--- config.mk ---
export PLATFORM = sky130hd
export DESIGN_NAME = alu_sequencer
export DESIGN_NICKNAME = d
export VERILOG_FILES = /design/src/rtl/alu_sequencer.sv
export SDC_FILE = /design/constraint.sdc
export NUM_CORES = 1
export LEC_CHECK = 0
export ABC_AREA = 1
export CAP_MARGIN = 20
export CELL_PAD_IN_SITES_DETAIL_PLACEMENT = 1
export CELL_PAD_IN_SITES_GLOBAL_PLACEMENT = 1
export CORE_AREA = 5 5 85 71
export CTS_BUF_LIST = sky130_fd_sc_hd__clkbuf_4
export DETAILED_ROUTE_END_ITERATION = 7
export DIE_AREA = 0 0 90 76
export GPL_ROUTABILITY_DRIVEN = 1
export PLACE_DENSITY = 0.93
export SYNTH_ARGS = -nofsm -noshare
export SYNTH_HDL_FRONTEND = slang
export SYNTH_SLANG_ARGS = --single-unit
--- constraint.sdc ---
create_clock -name clk -period 2.05 [get_ports clk]
set_input_delay 0.41 -clock clk [delete_from_list [all_inputs] [get_ports clk]]
set_output_delay 0.41 -clock clk [all_outputs]
set_load 0.03 [all_outputs]
--- src/rtl/alu_sequencer.sv ---
// alu_sequencer: collects two operand beats, holds them on an external ALU for
// EXEC_CYCLES cycles, captures the result and presents it with a valid/ready handshake.
`default_nettype none

module alu_sequencer #(
  parameter int EXEC_CYCLES = 1
) (
  input  logic       clk,
  input  logic       rst_n,
  input  logic       flush,
  input  logic       in_valid,
  output logic       in_ready,
  input  logic [7:0] din,
  input  logic       op_in,
  output logic [7:0] alu_a,
  output logic [7:0] alu_b,
  output logic       alu_op,
  input  logic [7:0] alu_y,
  output logic       res_valid,
  input  logic       res_ready,
  output logic [7:0] result,
  output logic       busy,
  output logic [7:0] op_count
);

  typedef enum logic [1:0] {
    IDLE  = 2'd0,
    GOT_A = 2'd1,
    EXEC  = 2'd2,
    DONE  = 2'd3
  } state_t;

  localparam logic [3:0] EXEC_LAST = 4'(EXEC_CYCLES - 1);

  state_t     state;
  state_t     state_nxt;
  logic [7:0] a_reg;
  logic [7:0] b_reg;
  logic       op_reg;
  logic [7:0] result_reg;
  logic [7:0] op_count_reg;
  logic [3:0] exec_cnt;

  logic load_a;
  logic load_b;
  logic capture;
  logic complete;

  always_ff @(posedge clk or negedge rst_n) begin
    if (!rst_n) begin
      state <= IDLE;
    end else begin
      state <= state_nxt;
    end
  end

  // flush wins over every transfer, so all enables are dropped when it is high
  always_comb begin
    state_nxt = state;
    load_a    = 1'b0;
    load_b    = 1'b0;
    capture   = 1'b0;
    complete  = 1'b0;
    if (flush) begin
      state_nxt = IDLE;
    end else begin
      case (state)
        IDLE: begin
          if (in_valid) begin
            load_a    = 1'b1;
            state_nxt = GOT_A;
          end
        end
        GOT_A: begin
          if (in_valid) begin
            load_b    = 1'b1;
            state_nxt = EXEC;
          end
        end
        EXEC: begin
          if (exec_cnt == EXEC_LAST) begin
            capture   = 1'b1;
            state_nxt = DONE;
          end
        end
        DONE: begin
          if (res_ready) begin
            complete  = 1'b1;
            state_nxt = IDLE;
          end
        end
        default: state_nxt = IDLE;
      endcase
    end
  end

  always_ff @(posedge clk or negedge rst_n) begin
    if (!rst_n) begin
      a_reg        <= 8'h00;
      b_reg        <= 8'h00;
      op_reg       <= 1'b0;
      result_reg   <= 8'h00;
      op_count_reg <= 8'h00;
      exec_cnt     <= 4'd0;
    end else begin
      if (load_a) begin
        a_reg  <= din;
        op_reg <= op_in;
      end
      if (load_b) begin
        b_reg <= din;
      end
      if (capture) begin
        result_reg <= alu_y;
      end
      if (complete) begin
        op_count_reg <= op_count_reg + 8'd1;
      end
      if (load_b || capture || flush) begin
        exec_cnt <= 4'd0;
      end else if (state == EXEC) begin
        exec_cnt <= exec_cnt + 4'd1;
      end
    end
  end

  assign in_ready  = (state == IDLE) || (state == GOT_A);
  assign res_valid = (state == DONE);
  assign busy      = (state != IDLE);
  assign alu_a     = a_reg;
  assign alu_b     = b_reg;
  assign alu_op    = (state == EXEC) ? op_reg : 1'b0;
  assign result    = result_reg;
  assign op_count  = op_count_reg;

endmodule

`default_nettype wire

Yosys cells after proc, flatten, opt, wreduce, memory -nomap -nowiden. Index checks and enable logic that the tools add are counted.

Reductions and logical operators: 8. Add/sub/neg operators: 2. Muxes and demuxes: 20. Equal/unequal tests: 7.

Operator list (number): $mux W1 (12); $mux W2 (5); $ne A3 B3 Y1 const B (3); $add A8 B1 Y8 const B (1); $mux W4 (2); $pmux W2 S4 (1); $add A4 B1 Y4 const B (1); $eq A2 B2 Y1 const B (2); $logic_not A4 Y1 (1); $reduce_and A4 Y1 (1); $reduce_bool A2 Y1 (2); $logic_or A1 B1 Y1 (3); $ne A3 B2 Y1 const B (1); $eq A2 B1 Y1 const B (1); $logic_not A2 Y1 (1).

Register bits: 39. Word-level logic and storage cells: 44. Input port bits: 22. Output and inout bits: 36.

Logic depth before layout (Yosys ltp). Gate-level depths: netlist (run 1).

Word-level depth: 7. Mapped depth: 8. Mapped depth without buffers: 8.

Worst setup path before layout (run 1). No wires, ideal clock.

Path type: register -> register. From: reg state[0]. To: reg state[0]. Buffers on the path: 0. Path slack: 0.581 ns. Setup time: 0.118 ns. Arrival: 1.350 ns. Stages on the path, launching flop included: 8. Required time: 1.932 ns. Clock period less this slack: 1.469 ns. Cell sequence: dfrtp_1 inv_1 ha_1 or2_2 nand2_1 nand3_1 nand2_1 nand2_1.

Cells in the longest elaborated chain, start to end: 3. Elaborated cells between the ends (all ways): 11. Those cells by class: 7 x eq/ne; 2 x mux; 2 x reduce/logical.

Ends and longest elaborated chain: start: declaration (RTL line 35) `state_t state;`; start signal: assignment (RTL line 53) `state <= state_nxt;`; $eq A2 B2 Y1, or another cell as far along (RTL line 67) `case (state)`; $ne A3 B3 Y1 (no source line), or another cell as far along; $reduce_and A4 Y1 (no source line) or $mux W2 (tied branches).

Several ways; a longest one is shown, not always the timed one. A chain may end at the register's enable or synchronous reset.

Worst setup path after layout (run 1).
From: reg op_count_reg[2] (netlist: op_count[2]). To: out op_count[2].

RTL lines: start: declaration (RTL line 41) `logic [7:0] op_count_reg;`; start signal: assignment (RTL line 117) `op_count_reg <= op_count_reg + 8'd1;`; end: declaration (RTL line 23) `output logic [7:0] op_count`.

No word-level cell between the ends.

==> flow_metrics.env, run 1 <==
export IMPL_r2r_cells=8
export IMPL_ys_ff_latch=39
export IMPL_post_dp_cell_area_um2=2510
export IMPL_area_delta_synth_final_pct=36.9
export IMPL_tightest_slew_ps=497
export IMPL_cts_max_level=2
export IMPL_relSlewSlack=0.668
export IMPL_cts_sinks=39
export IMPL_yosysSeqAreaShare=0.521
export IMPL_n_antenna_cell=0
export IMPL_cap_violations=0
export IMPL_hold_violations=0
export IMPL_p_leak_nw=1.25
export IMPL_yosys_warnings=0
export IMPL_via_per_inst=4.71
export IMPL_path_class="reg -> out"
export IMPL_worstPathCellList="clkdlybuf4s50_1"
export IMPL_fin_area_um2=2560
export IMPL_hold_class="in -> async"
export IMPL_cts_buffers=5
export IMPL_final_cell_mix="60 x nand2_1, 51 x clkdlybuf4s50_1, 39 x dfrtp_1, 28 x inv_1, 17 x o21ai_0"
export IMPL_cp_start_kind="register"
export IMPL_crit_cells=1
export IMPL_wl_per_cell_um=14.2
export IMPL_critPathBufInv=1
export IMPL_ant_nets=0
export IMPL_grt_antenna_before_repair=0
export IMPL_path_clk_slew_ps=130
export IMPL_core_area_um2=5190
export IMPL_io_pins=58
export IMPL_dpl_hpwl_mm=3.62
export IMPL_port_buffers=57
export IMPL_fin_worst_skew_ps=17.0
export IMPL_fin_nets=299
export IMPL_synth_top_area_frac=0.521
export IMPL_grt_remaining_overflow=0
export IMPL_synthCells=205
export IMPL_min_period_ps=1970
export IMPL_grt_pass1_vias=1776
export IMPL_ys_types=20
export IMPL_syn_area_per_cell_um2=9.14
export IMPL_routed_wirelength_mm=4.76
export IMPL_drive_gt1_frac=0.125
export IMPL_netlist_area_um2=1870
export IMPL_crit_required_ps=1640
export IMPL_crit_fanout=6
export IMPL_firstDrtPassIters=4
export IMPL_critical_path_endpoint_type="output port"
export IMPL_syn_nets=234
export IMPL_grt_max_degree=40
export IMPL_setup_slack_ps=84.2
export IMPL_finalSetupViolCount=0
export IMPL_dieWidth_um=90
export IMPL_yosysTopAreaCell="dfrtp_1"
export IMPL_grtUsageTotal=0.149
export IMPL_layout_commonest_cell="nand2_1"
export IMPL_rsz0062_at_grt="false"
export IMPL_worstSkewPairLatency_ps=360
export IMPL_fmax_mhz=509
export IMPL_rows=24
export IMPL_drt_iter0_drc=40
export IMPL_drc=0
export IMPL_pwr_density_cell_nw_per_um2=1320
export IMPL_via_count=1581
export IMPL_ys_top_cells_by_area="dfrtp_1 52%, nand2_1 12%, inv_1 5.6%"
export IMPL_gp_congestion=0.765
export IMPL_setup_tns_ps=0
export IMPL_root_buffer="clkbuf_4"
export IMPL_grt_pass1_wl_mm=8.27
export IMPL_critPathSlowestCell="clkdlybuf4s50_1"
export IMPL_fin_hold_ws_ps=72.6
export IMPL_dieArea_um2=6840
export IMPL_slew_violations=0
export IMPL_arrival_ps=1560
export IMPL_dp_slack_ps=57.3
export IMPL_clockBufferDepth=2
export IMPL_critPathMaxStageDelay_ps=710
export IMPL_n_fill_cell=625
export IMPL_start_util=0.361
export IMPL_die_h_um=76
export IMPL_ir_worst_vdd_uv=724
export IMPL_cts_tree="yes"
export IMPL_fin_crit_sh=0.959
export IMPL_status="finished clean"
export IMPL_cp_top_family="buffers and inverters"
export IMPL_rrSetupSlack_ps=360
-- power by group --
| group | internal [mW] | switching [mW] | total (mW) |
|---|---|---|---|
| logic | 0.702 | 1.05 | 1.75 |
| clock network | 0.131 | 0.269 | 0.400 |
| registers | 1.04 | 0.190 | 1.23 |
-- Yosys cell counts, drive strengths merged --
| master | number |
|---|---|
| nand2 | 62 |
| xnor2 | 2 |
| a21oi | 3 |
| or2 | 1 |
| o21ai | 25 |
| nand3b | 1 |
| inv | 31 |
| nand3 | 11 |
| ha | 7 |
| xor2 | 4 |
| buf | 3 |
| dfrtp | 39 |
| nor2 | 12 |
| nand4 | 4 |
-- metrics by stage --
| step | util | power (mW) | std cells |
|---|---|---|---|
| after floorplan | - | 2.25 | 205 |
| after global placement | 0.483 | 2.96 | 327 |
| after detailed placement | 0.483 | 3.04 | 327 |
| after CTS | 0.494 | 3.45 | 335 |
| after global routing | 0.494 | 3.63 | 336 |
| final | 0.494 | 3.38 | 336 |
-- routing by layer --
metal | track usage | wire length [µm]
met4 | 0.0491 | 89
met1 | 0.172 | 1990
met2 | 0.254 | 2390
met3 | 0.0543 | 286
met5 | 0 | 0
-- area by class of cell --
| cell class | count | area, µm² | share of cell area |
|---|---|---|---|
| clock buffers | 5 | 37.5 | 0.0146 |
| clock inverters | 3 | 20.0 | 0.00780 |
| multi-input cells | 132 | 747 | 0.291 |
| inverters | 31 | 116 | 0.0454 |
| repair buffers | 61 | 587 | 0.229 |
| well taps | 65 | 81.3 | 0.0317 |
| flip-flops and latches | 39 | 976 | 0.380 |
-- path summary, 6_finish.rpt --
check | from | end
worst max-delay path | op_count[2]$_DFFE_PN0P_ | op_count[2]
worst min-delay path | rst_n | alu_a[5]$_DFFE_PN0P_
worst max register to register | state[0]$_DFFE_PN0P_ | exec_cnt[0]$_DFFE_PN0P_
worst min register to register | result[1]$_DFFE_PN0P_ | result[1]$_DFFE_PN0P_
max in group asynchronous | rst_n | state[0]$_DFFE_PN0P_
min in group clk | result[1]$_DFFE_PN0P_ | result[1]$_DFFE_PN0P_
-- logic make-up after synthesis --
family	synth area share
compound gates	0.0908
xor+xnor	0.0281
fa+ha+maj	0.0468
buf+inv	0.0802
flops	0.521
simple gates	0.233
-- repair_timing --
| item | CTS | global route |
|---|---|---|
| pin swaps | 0 | 0 |
| setup endpoints to repair | 4 | 4 |
| buffers inserted | 0 | 1 |
| resized for setup | 8 | 6 |
| hold buffers | 0 | 0 |
No activity file was read; power rests on OpenSTA's default activity.
==> inputs of run 2 (changes only) <==
--- a/config.mk
+++ b/config.mk
@@ -6,7 +6,7 @@
 export NUM_CORES = 1
 export LEC_CHECK = 0
 export ABC_AREA = 1
-export CAP_MARGIN = 20
+export CAP_MARGIN = 10
 export CELL_PAD_IN_SITES_DETAIL_PLACEMENT = 1
 export CELL_PAD_IN_SITES_GLOBAL_PLACEMENT = 1
 export CORE_AREA = 5 5 85 71
==> results of run 2 <==
Final layout, timing and power as in run 1 (identical DEF).
